<file path="config.mk">
export PLATFORM = sky130hd
export DESIGN_NAME = uart_tx_fifo
export DESIGN_NICKNAME = d
export VERILOG_FILES = /design/src/rtl/riscv_pkg.sv /design/src/rtl/sync_fifo.sv /design/src/rtl/uart_tx_fifo.sv
export SDC_FILE = /design/constraint.sdc
export NUM_CORES = 1
export LEC_CHECK = 0
export BUFFER_PORTS_ARGS = -buffer_cell sky130_fd_sc_hd__buf_2
export CAP_MARGIN = 40
export CORE_ASPECT_RATIO = 0.75
export CORE_UTILIZATION = 60
export CTS_CLUSTER_DIAMETER = 50
export CTS_CLUSTER_SIZE = 16
export DETAILED_ROUTE_END_ITERATION = 10
export GPL_ROUTABILITY_DRIVEN = 0
export HOLD_SLACK_MARGIN = 0.05
export PLACE_DENSITY_LB_ADDON = 0.08
export SYNTH_ARGS = -nofsm -noshare
export SYNTH_HDL_FRONTEND = slang
export SYNTH_SLANG_ARGS = --single-unit
</file>
<file path="constraint.sdc">
create_clock -name clk -period 3.2 [get_ports clk]
set_input_delay 0.16 -clock clk [delete_from_list [all_inputs] [get_ports clk]]
set_output_delay 0.16 -clock clk [all_outputs]
set_load 0.05 [all_outputs]
</file>
<file path="src/rtl/riscv_pkg.sv">
// Shared UART constants and transmitter/receiver state encoding.
package riscv_pkg;

    localparam int UART_CLKS_PER_BIT = 868;

    typedef enum logic [1:0] {
        IDLE,
        START,
        DATA,
        STOP
    } uart_state_t;

endpackage

</file>
<file path="src/rtl/sync_fifo.sv">
// Single-clock FIFO with extra-MSB pointers; status is derived purely from pointer state.
module sync_fifo #(
    parameter int WIDTH = 8,
    parameter int DEPTH = 8
) (
    input  logic                     clk,
    input  logic                     rst_n,
    input  logic                     push,
    input  logic [WIDTH-1:0]         wdata,
    input  logic                     pop,
    output logic [WIDTH-1:0]         rdata,
    output logic                     full,
    output logic                     empty,
    output logic [$clog2(DEPTH):0]   level
);
    localparam int AW = $clog2(DEPTH);

    logic [WIDTH-1:0] mem [DEPTH];
    logic [AW:0]      wr_ptr;
    logic [AW:0]      rd_ptr;
    logic             push_ok;
    logic             pop_ok;

    assign push_ok = push && !full;
    assign pop_ok  = pop && !empty;

    always_ff @(posedge clk) begin
        if (push_ok)
            mem[wr_ptr[AW-1:0]] <= wdata;
    end

    always_ff @(posedge clk or negedge rst_n) begin
        if (!rst_n) begin
            wr_ptr <= '0;
            rd_ptr <= '0;
        end else begin
            if (push_ok)
                wr_ptr <= wr_ptr + 1'b1;
            if (pop_ok)
                rd_ptr <= rd_ptr + 1'b1;
        end
    end

    // Same index with differing wrap bits means the ring is completely full.
    assign full  = (wr_ptr[AW] != rd_ptr[AW]) && (wr_ptr[AW-1:0] == rd_ptr[AW-1:0]);
    assign empty = (wr_ptr == rd_ptr);
    assign level = wr_ptr - rd_ptr;
    assign rdata = mem[rd_ptr[AW-1:0]];

endmodule

</file>
<file path="src/rtl/uart_tx_fifo.sv">
// 8N1 UART transmitter fed by a small write FIFO so CPU store bursts never stall.
module uart_tx_fifo
    import riscv_pkg::*;
#(
    parameter int CLKS_PER_BIT = UART_CLKS_PER_BIT,
    parameter int FIFO_DEPTH   = 8
) (
    input  logic                          clk,
    input  logic                          rst_n,
    input  logic                          wr_en,
    input  logic [7:0]                    wr_data,
    input  logic                          clr_overflow,
    output logic                          full,
    output logic                          empty,
    output logic                          busy,
    output logic [$clog2(FIFO_DEPTH):0]   level,
    output logic                          overflow,
    output logic                          tx
);
    localparam int CW = (CLKS_PER_BIT > 1) ? $clog2(CLKS_PER_BIT) : 1;

    uart_state_t  state;
    logic [CW-1:0] baud_cnt;
    logic [2:0]   bit_idx;
    logic [7:0]   shift;
    logic [7:0]   head;
    logic         baud_last;
    logic         pop;

    sync_fifo #(
        .WIDTH (8),
        .DEPTH (FIFO_DEPTH)
    ) u_fifo (
        .clk   (clk),
        .rst_n (rst_n),
        .push  (wr_en),
        .wdata (wr_data),
        .pop   (pop),
        .rdata (head),
        .full  (full),
        .empty (empty),
        .level (level)
    );

    assign baud_last = (baud_cnt == CW'(CLKS_PER_BIT - 1));
    // Pop in IDLE, or on the final stop-bit cycle so frames run back-to-back.
    assign pop = !empty && ((state == IDLE) || ((state == STOP) && baud_last));
    assign busy = (state != IDLE) || !empty;

    always_ff @(posedge clk or negedge rst_n) begin
        if (!rst_n) begin
            state    <= IDLE;
            baud_cnt <= '0;
            bit_idx  <= '0;
            shift    <= '0;
            tx       <= 1'b1;
        end else begin
            case (state)
                IDLE: begin
                    baud_cnt <= '0;
                    tx       <= 1'b1;
                    if (pop) begin
                        shift <= head;
                        state <= START;
                        tx    <= 1'b0;
                    end
                end
                START: begin
                    if (baud_last) begin
                        baud_cnt <= '0;
                        bit_idx  <= '0;
                        state    <= DATA;
                        tx       <= shift[0];
                    end else begin
                        baud_cnt <= baud_cnt + CW'(1);
                    end
                end
                DATA: begin
                    if (baud_last) begin
                        baud_cnt <= '0;
                        if (bit_idx == 3'd7) begin
                            state <= STOP;
                            tx    <= 1'b1;
                        end else begin
                            shift   <= shift >> 1;
                            tx      <= shift[1];
                            bit_idx <= bit_idx + 3'd1;
                        end
                    end else begin
                        baud_cnt <= baud_cnt + CW'(1);
                    end
                end
                STOP: begin
                    if (baud_last) begin
                        baud_cnt <= '0;
                        if (pop) begin
                            shift <= head;
                            state <= START;
                            tx    <= 1'b0;
                        end else begin
                            state <= IDLE;
                            tx    <= 1'b1;
                        end
                    end else begin
                        baud_cnt <= baud_cnt + CW'(1);
                    end
                end
                default: begin
                    state    <= IDLE;
                    baud_cnt <= '0;
                    tx       <= 1'b1;
                end
            endcase
        end
    end

    // A write that hits a full FIFO takes priority over a same-cycle clear.
    always_ff @(posedge clk or negedge rst_n) begin
        if (!rst_n)
            overflow <= 1'b0;
        else if (wr_en && full)
            overflow <= 1'b1;
        else if (clr_overflow)
            overflow <= 1'b0;
    end

endmodule

</file>
==> results.yml, run 1 <==
drt:
  dr.max_layer_used: "met4"
  drt_first_iter_violations: 166
  ant_nets: 0
  detail_route.wirelength.met1_mm: 3.96
  met3_wire_length_um: 534
  wl_mm: 7.84
  drc_errors: 0
  detail_route.wl_per_cell_um: 18.7
  detail_route.vias_per_cell: 5.92
  met2_wire_length_mm: 3.23
  total_via_count_in_the_routed_design: 2474
  dr.pass1.iters: 5
clocking:
  cts_clk_pin_slew_worst_paths_ns: 0.10
  clock_tree.root_cell: "sky130_fd_sc_hd__clkbuf_8"
  cts_htree_levels: 3
  clock_tree.buffer_depth: 2
  cts.repair.resized: 0
  numCtsBuffers: 9
  tritoncts: "done"
  insertion_delay_ns: 0.36
  setup_buffers_after_cts: 0
  cts.sink_count: 97
timing:
  slew_headroom_pct: 50.1
  finalCriticalPeriod_ns: 2.56
  rsz0062_at_grt: "no"
  setup_violations: 0
  worstMarginPinSlew_ns: 0.745
  finalHoldViolations: 0
  finalClockSkew_ns: 0.0147
  final_min_period_over_clock_period_pct: 80.0
  finalMaxSlewViolations: 0
  achievable-frequency_mhz: 391
  smallest_setup_slack_after_layout_ns: 0.640
  totalNegativeSetupSlack_ns: 0
worst_setup_path:
  crit_family: "simple AND/OR/NAND/NOR gates"
  cpPeakStageDelay_ns: 0.60
  critical-path-slowest-cell: "sky130_fd_sc_hd__nor2_1"
  crit_path_frequent_cell: "sky130_fd_sc_hd__nor2b_1"
  cp_data_required_time_ns: 3.20
  worst-path-buf-inv: 0
  timing.critical_path.to_type: "flop"
  crit_type: "reg2reg"
  critical_path.startpoint_type: "flop"
  arrival_ns: 2.56
  crit_path_max_fanout: 8
  crit_path_cell_trace: "ha_1 > nand3_1 > nor2b_1 > nor2b_1 > nand2_1 > nor2_1"
floorplan:
  design.core.area_um2: 6830
  die_h_um: 75.0
  starting_utilization_of_the_core_area_pct: 62.4
  die_area_um2: 7450
  io-pin-count: 21
  std_cell_rows: 26
  die_width_um: 99.3
run_status:
  outcome: "completed"
layout:
  layout_stage_area_growth_over_the_synthesis_result_pct: 10.3
  nNetsFinal: 355
  number_of_inserted_diodes: 0
  nFillCells: 492
  finish.utilization_pct: 68.8
  layout-drive-gt1-share_pct: 20.1
  post_layout_nonfiller_instances: 418
logic_synthesis:
  post_synth_instance_area_um2: 4260
  ys_seq_elements: 97
  netlist_instances: 296
  yosys_warnings: 0
  synth_edf_count: 64
  synth_cell_types: 49
  syn-mean-instance-area_um2: 14.4
  postSynth.asyncResetShare_pct: 34.0
  synth_sequential_area_ratio_pct: 64.5
  number_of_nets_in_the_synthesized_netlist: 322
  ys_dominant_reg_cell: "sky130_fd_sc_hd__edfxtp_1"
placed_design:
  post-dp-hpwl_mm: 5.41
  pre_cts_slack_ns: 0.667
  placement.io_buffers: 20
  placedCellCount: 399
global_route:
  groute.usage.overall_pct: 23.9
  grt_pass1_wl_mm: 12.4
  global_route_total_overflow: 0
  grt_antenna_before_repair: 0
  grt_pass1_vias: 2299
  grt_start_max_net_pins: 34
power_and_ir_drop:
  power.leakage_nw: 1.83
  p_total_mw: 4.56
  cellPowerDensity_nw_per_um2: 970
  vdd.ir_drop.worst_mv: 0.617
job:
  drv_cap: 0
worst_hold_path:
  worst_hold_path_type: "in2reg"
sequential cells by signal (all words and copies together) (netlist names):
signal,count
tx,1
u_fifo.wr_ptr,4
u_fifo.mem,64
overflow,1
shift,8
u_fifo.rd_ptr,4
baud_cnt,10
state,2
bit_idx,3
logic make-up (layout without fill, tap and decap cells):
group	after synthesis	in the layout	share of synthesized area (%)
flops	97	97	64.5
simple gates	84	84	9.57
compound gates	41	41	7.05
buf+inv	24	62	2.20
mux	19	19	8.90
xor+xnor	17	17	3.49
fa+ha+maj	14	14	4.29
routing by layer:
metal,vias to the layer above,global-route usage (%)
met1,1216,38.1
met5,-,0
li1,1170,-
met4,0,8.33
met3,11,6.41
met2,77,31.7
cells in the final DEF, fill, tap and decap left out, types with 2 or more instances in the layout:
cell type	netlist	routed
sky130_fd_sc_hd__a21oi_1	11	11
sky130_fd_sc_hd__nand4_1	4	4
sky130_fd_sc_hd__and3_1	2	2
sky130_fd_sc_hd__xor2_1	7	7
sky130_fd_sc_hd__nor2b_1	2	2
sky130_fd_sc_hd__nor3_1	5	5
sky130_fd_sc_hd__nor2_1	20	19
sky130_fd_sc_hd__mux4_2	15	15
sky130_fd_sc_hd__o21ai_0	9	9
sky130_fd_sc_hd__dlygate4sd3_1	0	3
sky130_fd_sc_hd__nand3_1	7	7
sky130_fd_sc_hd__a221o_1	6	6
sky130_fd_sc_hd__nand2_1	32	32
sky130_fd_sc_hd__buf_2	3	20
sky130_fd_sc_hd__buf_4	0	9
sky130_fd_sc_hd__edfxtp_1	64	64
sky130_fd_sc_hd__nand2b_1	2	2
sky130_fd_sc_hd__ha_1	13	13
sky130_fd_sc_hd__a31oi_1	2	2
sky130_fd_sc_hd__and2_1	2	2
sky130_fd_sc_hd__mux2i_1	3	3
sky130_fd_sc_hd__dfrtp_1	32	32
sky130_fd_sc_hd__inv_1	13	13
sky130_fd_sc_hd__inv_6	0	4
sky130_fd_sc_hd__clkbuf_8	0	9
sky130_fd_sc_hd__xnor2_1	10	10
path summary, 6_finish.rpt:
kind | slack [ns] | end | depth (start not counted) | from
worst max-delay path | 0.64 | u_fifo.mem[6][6] | 6 | u_fifo.wr_ptr[2]
worst min-delay path | 0.08 | u_fifo.mem[7][7] | 1 | wr_data[7]
worst max register to register | 0.64 | u_fifo.mem[6][6] | 6 | u_fifo.wr_ptr[2]
worst min register to register | 0.49 | baud_cnt[0] | 1 | baud_cnt[0]
max in group asynchronous | 2.33 | state[0] | 2 | rst_n
min in group asynchronous | 0.40 | shift[5] | 2 | rst_n
cell type report:
type,instances,area [µm²],share of cell area [%]
well taps,84,105,2.24
inverters,14,52.6,1.12
clock inverters,6,47.5,1.01
clock buffers,10,128,2.71
repair buffers,32,198,4.21
flip-flops and latches,97,2750,58.5
multi-input cells,175,1420,30.2
report_power, final:
group          leakage, nW  switching (mW)  internal (mW)
logic                0.742            1.28          0.760
clock network       0.0881           0.429          0.293
registers             1.00           0.164           1.63
cell usage after synthesis (all sizes together), types with 6 or more instances:
cell type	number	area (µm²)
nand3	7	35.0
o21ai	9	45.0
inv	13	48.8
a21oi	11	55.1
xnor2	10	87.6
mux4	15	338
dfrtp	32	801
a221o	6	60.1
nor2	20	75.1
ha	13	163
edfxtp	64	1920
nand2	32	120
xor2	7	61.3
per-stage QoR:
| step | hold WS [ns] | cell area [µm²] |
|---|---|---|
| after global placement | 0.267 | 4500 |
| final | 0.0777 | 4700 |
| after floorplan | -0.136 | 4260 |
| after global routing | 0.0726 | 4700 |
| after detailed placement | 0.269 | 4500 |
| after CTS | 0.0637 | 4700 |
what timing repair did:
item	4_1_cts	5_1_grt
endpoints found under the hold margin	33	0
hold buffers	3	0
setup endpoints to repair	0	0
Power figures use the tool's default switching activity.
==> run 2: changes to the inputs <==
- ABC_AREA: unset -> 1
- CORE_UTILIZATION: 60 -> 55
- clock period: 3.2 -> 2.3 ns (I/O delays scaled with it)
==> run 2 against run 1 <==
Via count increased by 27%. Critical path depth up 3. Clock skew is 0.0051 ns lower. Power down 8.6%. Flip-flop and latch count did not move. Register-to-register slack worse by 0.59 ns. Synthesized area rose by 5.3%. Clock power rose by 52%. Cell area grew 5.1%. Critical path type unchanged. Highest routed layer unchanged.
==> results.yml, run 2 <==
global_route:
  global_route_total_overflow: 0
  groute.usage.overall_pct: 24.5
  grt_pass1_wl_mm: 15.2
  grt_start_max_net_pins: 36
  grt_pass1_vias: 2886
  grt_antenna_before_repair: 0
timing:
  setup_violations: 0
  worstMarginPinSlew_ns: 0.748
  final_min_period_over_clock_period_pct: 98.0
  timing.hold.ws_ns: 0.0783
  finalMaxSlewViolations: 0
  slew_headroom_pct: 50.1
  finalCriticalPeriod_ns: 2.25
  finalHoldViolations: 0
  rsz0062_at_grt: "yes"
  achievable-frequency_mhz: 444
  finalClockSkew_ns: 0.00962
logic_synthesis:
  netlist_instances: 448
  ys_dominant_reg_cell: "sky130_fd_sc_hd__edfxtp_1"
  synthMostInstantiatedCell: "sky130_fd_sc_hd__nand2_1"
  yosys_warnings: 0
  synth_sequential_area_ratio_pct: 61.2
  number_of_nets_in_the_synthesized_netlist: 474
  post_synth_most_frequent_cells: "sky130_fd_sc_hd__nand2_1 (144), sky130_fd_sc_hd__edfxtp_1 (64), sky130_fd_sc_hd__nand3_1 (60)"
  postSynth.asyncResetShare_pct: 34.0
  synth_edf_count: 64
  post_synth_instance_area_um2: 4490
  synth_cell_types: 32
  ys_seq_elements: 97
  syn-mean-instance-area_um2: 10.0
  netlist.area_leader.share_pct: 42.8
  synth_largest_area_cell: "sky130_fd_sc_hd__edfxtp_1"
  synth_top_cells_by_area: "sky130_fd_sc_hd__edfxtp_1 (43%), sky130_fd_sc_hd__dfrtp_1 (18%), sky130_fd_sc_hd__nand2_1 (12%)"
power_and_ir_drop:
  p_total_mw: 4.17
  cellInternalPower_mw: 2.81
  power.leakage_nw: 2.12
  power.net_switching_mw: 1.35
  vdd.ir_drop.worst_mv: 1.08
  p_clk_share_pct: 26.5
  cellPowerDensity_nw_per_um2: 844
  flop_pwr_share_pct: 51.4
  combinationalPowerShare_pct: 22.2
  fraction_of_power_spent_switching_nets_pct: 32.5
worst_setup_path:
  rr_endpoint: "u_fifo.mem[4][6]"
  rr_startpoint: "u_fifo.wr_ptr[0]"
  cp_data_required_time_ns: 2.31
  critical_path.startpoint_type: "flop"
  crit_type: "reg2reg"
  setup.reg_to_reg.worst_slack_ns: 0.05
  reg2regPathDepth: 9
  crit_path_max_fanout: 8
  critical_path.endpoint: "u_fifo.mem[4][6]"
  worstSetupStartpoint: "u_fifo.wr_ptr[0]"
  timing.critical_path.to_type: "flop"
  arrival_ns: 2.26
layout:
  largest_register_ff_count: 64
  number_of_inserted_diodes: 0
  nNetsFinal: 504
  layout.cells.most_common: "sky130_fd_sc_hd__nand2_1"
  layout-drive-gt1-share_pct: 13.3
  layout_stage_area_growth_over_the_synthesis_result_pct: 10.1
  most-common-layout-cells: "sky130_fd_sc_hd__nand2_1 (144), sky130_fd_sc_hd__edfxtp_1 (64), sky130_fd_sc_hd__nand3_1 (60), sky130_fd_sc_hd__dfrtp_1 (32), sky130_fd_sc_hd__nor2_1 (30)"
  nFillCells: 671
drt:
  ant_nets: 0
  drc_errors: 0
  dr.pass1.iters: 5
  drt_first_iter_violations: 238
  detail_route.vias_per_cell: 5.34
  total_via_count_in_the_routed_design: 3140
  wl_mm: 9.50
  detail_route.wl_per_cell_um: 16.1
clocking:
  cts_htree_levels: 3
  clock_tree.buffer_depth: 2
  clock_tree.root_cell: "sky130_fd_sc_hd__clkbuf_8"
  insertion_delay_ns: 0.36
  numCtsBuffers: 9
  cts.sink_count: 97
  setup_buffers_after_cts: 0
  cts_clk_pin_slew_worst_paths_ns: 0.09
  tritoncts: "done"
placed_design:
  placement.io_buffers: 20
  post-dp-hpwl_mm: 6.68
floorplan:
  starting_utilization_of_the_core_area_pct: 56.9
  die_h_um: 80.2
  io-pin-count: 21
  die_width_um: 106
  design.core.area_um2: 7880
  die_area_um2: 8530
  std_cell_rows: 28
job:
  drv_cap: 0
run_status:
  outcome: "completed"
worst_hold_path:
  worst_hold_path_type: "in2reg"
## run 2: power by group through the flow
stage                     Sequential [mW]  Clock [mW]  Combinational (mW)
after floorplan                      2.17           0               0.646
after global routing                 2.16        1.18                1.02
after detailed placement             2.18           0               0.909
after CTS                            2.14        1.12               0.922
after global placement               2.17           0               0.904
final                                2.14        1.10               0.923
## run 2: through the flow
step	setup slack (ns)	TNS, ns	cells	util, %	cell area, µm²
CTS	0.0195	0	588	62.6	4940
floorplan	-0.0279	-0.892	448	-	4490
finish	0.0470	0	588	62.7	4940
global placement	0.133	0	569	59.8	4710
detailed placement	0.0376	0	569	59.8	4710
global route	-0.138	-3.79	588	62.7	4940
## run 2: how the worst min path moves through the flow
stage / startpoint / end / slack [ns] / cells past startpoint
2_1_floorplan: rst_n / baud_cnt[0] / -0.18 / 0
3_5_place_dp: rst_n / bit_idx[0] / 0.22 / 1
5_1_grt: wr_data[3] / u_fifo.mem[2][3] / 0.07 / 1
6_report: wr_data[1] / u_fifo.mem[1][1] / 0.08 / 1
3_3_place_gp: rst_n / bit_idx[0] / 0.23 / 1
4_1_cts: wr_data[1] / u_fifo.mem[4][1] / 0.07 / 1
## run 2: area by class of cell
type / count / area, µm² / share of cell area [%]
sequential: 97 / 2750 / 55.6
multi-input combinational: 303 / 1540 / 31.1
timing repair buffer: 32 / 198 / 4.00
inverter: 35 / 131 / 2.66
tap: 105 / 131 / 2.66
clock buffer: 10 / 128 / 2.58
clock inverter: 6 / 65.1 / 1.32
## run 2: what timing repair did
item	in CTS	in global routing
resized for setup	0	2
endpoints found under the setup margin	0	48
hold buffers	3	0
endpoints found under the hold margin	33	0
## run 2: logic make-up (layout without fill, tap and decap cells)
logic type	after synthesis	in the layout	synth area share [%]
and+or+nand+nor	250	250	24.4
DFF	97	97	61.2
buffers and inverters	48	83	4.57
AOI/OAI and AO/OA	29	29	3.62
adders and majority gates	14	14	4.07
xor gates and xnor gates	10	10	2.12
## run 2: worst max-delay path, stage by stage, from the launching register on
cell and delay (ns):
sky130_fd_sc_hd__dfrtp_1 0.42, sky130_fd_sc_hd__inv_1 0.13, sky130_fd_sc_hd__ha_1 0.24, sky130_fd_sc_hd__inv_1 0.08, sky130_fd_sc_hd__nor2_2 0.06, sky130_fd_sc_hd__inv_1 0.08
sky130_fd_sc_hd__o21ai_2 0.10, sky130_fd_sc_hd__inv_2 0.09, sky130_fd_sc_hd__nand2_1 0.14, sky130_fd_sc_hd__nor2_1 0.55
## run 2: routing by layer
metal | vias to the layer above | GRT usage [%] | wire [µm]
met3 | 4 | 7.06 | 827
met1 | 1475 | 37.0 | 4660
met4 | 0 | 6.11 | 53
met2 | 111 | 34.7 | 3960
met5 | - | 0 | 0
li1 | 1550 | - | -
